===== config.mk =====
export PLATFORM = sky130hd
export DESIGN_NAME = iterative_alu
export DESIGN_NICKNAME = d
export VERILOG_FILES = /design/src/rtl/core_pkg.sv /design/src/rtl/alu_shift_step.sv /design/src/rtl/iterative_alu.sv
export SDC_FILE = /design/constraint.sdc
export NUM_CORES = 1
export LEC_CHECK = 0
export CORE_MARGIN = 2
export CORE_UTILIZATION = 44
export DETAILED_ROUTE_END_ITERATION = 8
export PLACE_DENSITY = 0.66
export SETUP_SLACK_MARGIN = 0.1
export SYNTH_ARGS = -nofsm -noshare
export SYNTH_HDL_FRONTEND = slang
export SYNTH_SLANG_ARGS = --single-unit

===== constraint.sdc =====
create_clock -name i_clk -period 5 [get_ports i_clk]
set_input_delay 1 -clock i_clk [delete_from_list [all_inputs] [get_ports i_clk]]
set_output_delay 1 -clock i_clk [all_outputs]
set_load 0.05 [all_outputs]

===== src/rtl/core_pkg.sv =====
// Shared ALU control codes and execute-stage types; the decoder consumes the same constants.
package core_pkg;

    localparam logic [4:0] ALU_ADD  = 5'b00000;
    localparam logic [4:0] ALU_AND  = 5'b00001;
    localparam logic [4:0] ALU_OR   = 5'b00010;
    localparam logic [4:0] ALU_XOR  = 5'b00011;
    localparam logic [4:0] ALU_SLL  = 5'b00100;
    localparam logic [4:0] ALU_SRL  = 5'b00101;
    localparam logic [4:0] ALU_SRA  = 5'b00110;
    localparam logic [4:0] ALU_SUB  = 5'b10000;
    localparam logic [4:0] ALU_SLTU = 5'b11000;
    localparam logic [4:0] ALU_SLT  = 5'b10111;

    typedef enum logic [1:0] {
        IDLE  = 2'd0,
        SHIFT = 2'd1,
        DONE  = 2'd2
    } alu_state_t;

    typedef enum logic [1:0] {
        SH_LL = 2'd0,
        SH_RL = 2'd1,
        SH_RA = 2'd2
    } shift_kind_t;

endpackage


===== src/rtl/alu_shift_step.sv =====
// One iteration of the shifter: moves a value by 0..STEP bit positions.
module alu_shift_step
    import core_pkg::*;
#(
    parameter int XLEN = 32,
    parameter int STEP = 1
) (
    input  logic [XLEN-1:0] i_value,
    input  logic [5:0]      i_amt,
    input  shift_kind_t     i_kind,
    output logic [XLEN-1:0] o_value
);

    // Only distances up to STEP are decoded, keeping the mux small for small STEP.
    always_comb begin
        o_value = i_value;
        for (int k = 1; k <= STEP; k++) begin
            if (i_amt == 6'(k)) begin
                case (i_kind)
                    SH_LL:   o_value = i_value << k;
                    SH_RL:   o_value = i_value >> k;
                    default: o_value = $signed(i_value) >>> k;
                endcase
            end
        end
    end

endmodule


===== src/rtl/iterative_alu.sv =====
// Execute-stage ALU: single-cycle arithmetic/logic ops, iterative shifts, valid/ready on both sides.
// Handshake: a request is taken on a clock edge where i_valid && o_ready; a result retires on an edge where o_valid && i_ready.
module iterative_alu
    import core_pkg::*;
#(
    parameter int XLEN = 32,
    parameter int STEP = 1
) (
    input  logic            i_clk,
    input  logic            i_rst,
    input  logic            i_flush,
    input  logic            i_valid,
    output logic            o_ready,
    input  logic [4:0]      i_alu_control,
    input  logic [XLEN-1:0] i_op_a,
    input  logic [XLEN-1:0] i_op_b,
    output logic            o_valid,
    input  logic            i_ready,
    output logic [XLEN-1:0] o_result,
    output logic            o_zero,
    output alu_state_t      o_state
);

    localparam logic [5:0] STEP_W = 6'(STEP);

    alu_state_t      r_state;
    alu_state_t      w_next_state;
    alu_state_t      w_start_state;
    logic [XLEN-1:0] r_result;
    logic [5:0]      r_cnt;
    shift_kind_t     r_kind;

    logic [4:0]      w_shamt;
    logic            w_is_shift;
    shift_kind_t     w_kind;
    logic            w_accept;
    logic [XLEN-1:0] w_alu;
    logic [5:0]      w_step_amt;
    logic [5:0]      w_cnt_next;
    logic [XLEN-1:0] w_shifted;

    assign w_shamt  = i_op_b[4:0];
    assign o_ready  = !i_flush && ((r_state == IDLE) || ((r_state == DONE) && i_ready));
    assign w_accept = i_valid && o_ready;
    assign o_valid  = (r_state == DONE);
    assign o_result = r_result;
    assign o_zero   = (r_result == '0);
    assign o_state  = r_state;

    always_comb begin
        w_is_shift = 1'b0;
        w_kind     = SH_LL;
        case (i_alu_control)
            ALU_SLL: begin w_is_shift = 1'b1; w_kind = SH_LL; end
            ALU_SRL: begin w_is_shift = 1'b1; w_kind = SH_RL; end
            ALU_SRA: begin w_is_shift = 1'b1; w_kind = SH_RA; end
            default: ;
        endcase
    end

    // Shifts only land here with a zero distance, so they pass operand A through.
    always_comb begin
        w_alu = i_op_a + i_op_b;
        case (i_alu_control)
            ALU_SUB:  w_alu = i_op_a - i_op_b;
            ALU_AND:  w_alu = i_op_a & i_op_b;
            ALU_OR:   w_alu = i_op_a | i_op_b;
            ALU_XOR:  w_alu = i_op_a ^ i_op_b;
            ALU_SLT:  w_alu = {{(XLEN-1){1'b0}}, ($signed(i_op_a) < $signed(i_op_b))};
            ALU_SLTU: w_alu = {{(XLEN-1){1'b0}}, (i_op_a < i_op_b)};
            ALU_SLL, ALU_SRL, ALU_SRA: w_alu = i_op_a;
            default:  ;
        endcase
    end

    assign w_step_amt = (r_cnt > STEP_W) ? STEP_W : r_cnt;
    assign w_cnt_next = r_cnt - w_step_amt;

    alu_shift_step #(
        .XLEN (XLEN),
        .STEP (STEP)
    ) u_shift_step (
        .i_value (r_result),
        .i_amt   (w_step_amt),
        .i_kind  (r_kind),
        .o_value (w_shifted)
    );

    assign w_start_state = (w_is_shift && (w_shamt != 5'd0)) ? SHIFT : DONE;

    always_comb begin
        w_next_state = r_state;
        if (i_flush) begin
            w_next_state = IDLE;
        end else begin
            case (r_state)
                IDLE:    if (w_accept) w_next_state = w_start_state;
                SHIFT:   if (w_cnt_next == 6'd0) w_next_state = DONE;
                DONE: begin
                    if (w_accept)     w_next_state = w_start_state;
                    else if (i_ready) w_next_state = IDLE;
                end
                default: w_next_state = IDLE;
            endcase
        end
    end

    always_ff @(posedge i_clk) begin
        if (i_rst) begin
            r_state  <= IDLE;
            r_result <= '0;
            r_cnt    <= 6'd0;
            r_kind   <= SH_LL;
        end else begin
            r_state <= w_next_state;
            if (i_flush) begin
                r_cnt <= 6'd0;
            end else if (w_accept) begin
                // r_result doubles as the shift accumulator while in SHIFT.
                if (w_start_state == SHIFT) begin
                    r_result <= i_op_a;
                    r_cnt    <= {1'b0, w_shamt};
                    r_kind   <= w_kind;
                end else begin
                    r_result <= w_alu;
                end
            end else if (r_state == SHIFT) begin
                r_result <= w_shifted;
                r_cnt    <= w_cnt_next;
            end
        end
    end

endmodule

==> flow_metrics.tcl <==
set metrics [dict create \
    slew_headroom_pct 18.27 \
    powerDensity_mw_per_mm2 173.6 \
    vias 9663 \
    via_per_inst 6.596 \
    cts_setup_buffers 0 \
    setup_violations 0 \
    grt_pass1_vias 9033 \
    worst_setup_path_end_kind "register" \
    grt-ovfl-total 0 \
    ys_warn_count 0 \
    dieArea_mm2 0.01927 \
    synth_top_area_share_pct 15.18 \
    hold_viol 0 \
    dp_hpwl_mm 24.15 \
    crit_required_ps 5180 \
    final_antenna_net_count 0 \
    synth_top_cell_by_area "ha_1" \
    setup_tns_ps 0 \
    drive_above_1_share_pct 5.987 \
    fin_skew_ps 8.319 \
    avgRoutedWirePerCell_um 22.09 \
    fin_ws_ps 790.2 \
    hold_buffers 0 \
    area_growth_pct 18.14 \
    highest_layer "met4" \
    synth_area_leaders "ha_1 15%, dfxtp_1 11%, a21oi_1 7.4%" \
    dr_wl_met2_mm 13.72 \
    hp-class "register to register" \
    grt_max_degree 42 \
    cp-start-kind "input port" \
    path_clk_slew_ps 70 \
    syn_area_mm2 0.007995 \
    ys_seq_elements 42 \
    startpoint "i_op_a[8]" \
    synthFlopType "dfxtp_1" \
    holdPathStages 2 \
    tightest_slew_ps 1226 \
    reg2reg_slack_ps 2040 \
    wirelength_mm 32.36 \
    min_period_over_period_pct 84.20 \
    firstDrtPassIters 8 \
    hold_ws_ps 480.0 \
    wl_met3_mm 3.520 \
    cts_tree "done" \
    gp_congestion 0.9855 \
    slowest_delay_ps 540 \
    antenna_found_initial 0 \
    grtUsageTotal_pct 32.62 \
    antenna_cells 0 \
    drc 0 \
    ir_drop_v 0.0001126 \
    arrival_ps 4390 \
    status "complete, no violations" \
    slowest_stage "clkdlybuf4s50_1" \
    min_to "r_kind[0]" \
    fmax_mhz 237.5 \
    r2r-start "o_state[1]" \
    path_class "input port to register" \
    min-delay-start "r_kind[0]" \
    worstPathCellList "clkdlybuf4s50_1 > inv_1 > ha_1 > inv_1 > o31ai_2 > a221oi_1 > a211o_1 > a311oi_2 > o21ai_1 > xnor2_1 > a2111oi_0 > o211ai_1" \
    maxSlewViolCount 0 \
    crit_top_cell "inv_1" \
    power_mw 1.640 \
    fp-row-count 49 \
    layout.nets 1408 \
    synthArstFlopShare_pct 0 \
    cts_resized 0 \
    fin_crit_ps 4210 \
    grt_pass1_wl_mm 50.63 \
    ys_types 94 \
    cts.sinks 42 \
    drt_iter0_markers 1256 \
    leakage_nw 3.735 \
    met1_length_mm 14.01 \
    numPlacedInstances 1457 \
    cts.path.max_buffers 2 \
    place_ws_ps 575.4 \
    syn-num-nets 1340 \
    io_buffers 110 \
    r2r_cells 8 \
    clock-root-buffer "clkbuf_16" \
    ioPinCount 111 \
    synth.avg_cell_area_um2 6.851 \
    cts_buffers 5 \
    ys_seq_area_share_pct 10.52 \
    regToRegEndpoint "o_result[28]" \
    coreArea_mm2 0.01790 \
    synth-edff-count 0 \
    layout.cells.non_filler 1465 \
    initial_core_util_pct 44.66 \
    rsz0062_at_grt "no" \
    die_y_um 138.8 \
    maxCapViolCount 0 \
    crit_path_max_fanout 9 \
    die_w_um 138.8 \
    insertion_delay_ps 310 \
    h-tree-depth 2 \
    synthCells 1167 \
]
## cell usage after synthesis (7+ instances only)
cell type / n
a2111oi_0: 9
a211oi_1: 13
a21o_1: 11
a21oi_1: 118
a221oi_1: 22
a22oi_1: 19
a31oi_1: 18
and2_1: 7
and3_1: 8
buf_2: 11
clkbuf_1: 61
dfxtp_1: 42
ha_1: 97
inv_1: 96
mux2i_1: 20
nand2_1: 105
nand2b_1: 8
nand3_1: 31
nand4_1: 11
nor2_1: 97
nor2b_1: 12
nor3_1: 37
nor4_1: 15
o2111ai_1: 9
o211ai_1: 13
o21ai_0: 53
o21ai_1: 23
o21bai_1: 19
o221ai_1: 11
o22ai_1: 10
o31ai_1: 10
or3_1: 10
or4_1: 9
## critical path: cells and delay by family
kind / cells / cell delay, ps
compound gates: 7 / 2030
buf+inv: 3 / 740
fa+ha+maj: 1 / 460
xor+xnor: 1 / 150
## kinds of logic (layout without fill, tap and decap cells)
kind of cell | count (synthesis) | after routing | share of synthesized area [%]
XOR/XNOR | 9 | 9 | 0.9860
buffers and inverters | 180 | 249 | 8.952
multiplexers | 20 | 20 | 2.504
AO/OA/AOI/OAI | 445 | 445 | 38.89
flip-flops | 42 | 42 | 10.52
adder cells (fa/ha/maj) | 99 | 99 | 15.68
AND/OR/NAND/NOR | 372 | 372 | 22.47
## final cells by class
class / instances / area, um2
Inverter: 99 / 371.6
Clock buffer: 7 / 142.6
Timing Repair Buffer: 142 / 1354
Fill cell: 1851 / 8457
Tap cell: 229 / 286.5
Clock inverter: 1 / 5.005
Sequential cell: 42 / 840.8
Multi-Input combinational cell: 945 / 6445
## worst max-delay path by stage
stage                         to  slack, ps  cells after the start
floorplan           o_result[15]       1170                      9
finish              o_result[29]        790                     12
detailed placement  o_result[29]        580                     12
global route        o_result[29]        610                     12
CTS                 o_result[29]        890                     12
global placement    o_result[29]        660                     12
## metrics by stage
| stage | instance area, um2 | utilization [%] |
|---|---|---|
| floorplan | 7995 | - |
| global placement | 9298 | 51.94 |
| detailed placement | 9298 | 51.94 |
| CTS | 9445 | 52.76 |
| global route | 9445 | 52.76 |
| finish | 9445 | 52.76 |
## sequential cells by signal, indices dropped and copies added, names as in the netlist
register,count
o_result,32
r_cnt,6
o_state,2
r_kind,2
## where the power goes
group / leakage [nW] / internal (mW) / total (mW) / switching (mW)
combinational: 3.32 / 0.333 / 0.895 / 0.562
sequential: 0.341 / 0.348 / 0.375 / 0.0272
clock: 0.0739 / 0.199 / 0.370 / 0.170
## layer usage
layer / up-vias / track usage [%]
met1: 4532 / 45.37
met4: 0 / 12.12
li1: 4479 / -
met5: - / 0
met3: 76 / 8.529
met2: 576 / 48.43
## layout by cell type, fill, tap and decap left out, drive strengths merged, types with 12 or more instances in the layout
cell type / Yosys / routed
a21oi: 121 / 121
clkdlybuf4s50: 0 / 110
nand2: 106 / 106
inv: 99 / 99
nor2: 99 / 99
ha: 97 / 97
o21ai: 78 / 78
dfxtp: 42 / 42
nor3: 38 / 38
buf: 20 / 32
nand3: 31 / 31
a221oi: 24 / 24
mux2i: 20 / 20
o21bai: 19 / 19
a22oi: 19 / 19
a31oi: 18 / 18
nor4: 15 / 15
a211oi: 15 / 15
o211ai: 14 / 14
nor2b: 12 / 12
a21o: 12 / 12
o31ai: 12 / 12
(Power assumes the default switching activity.)
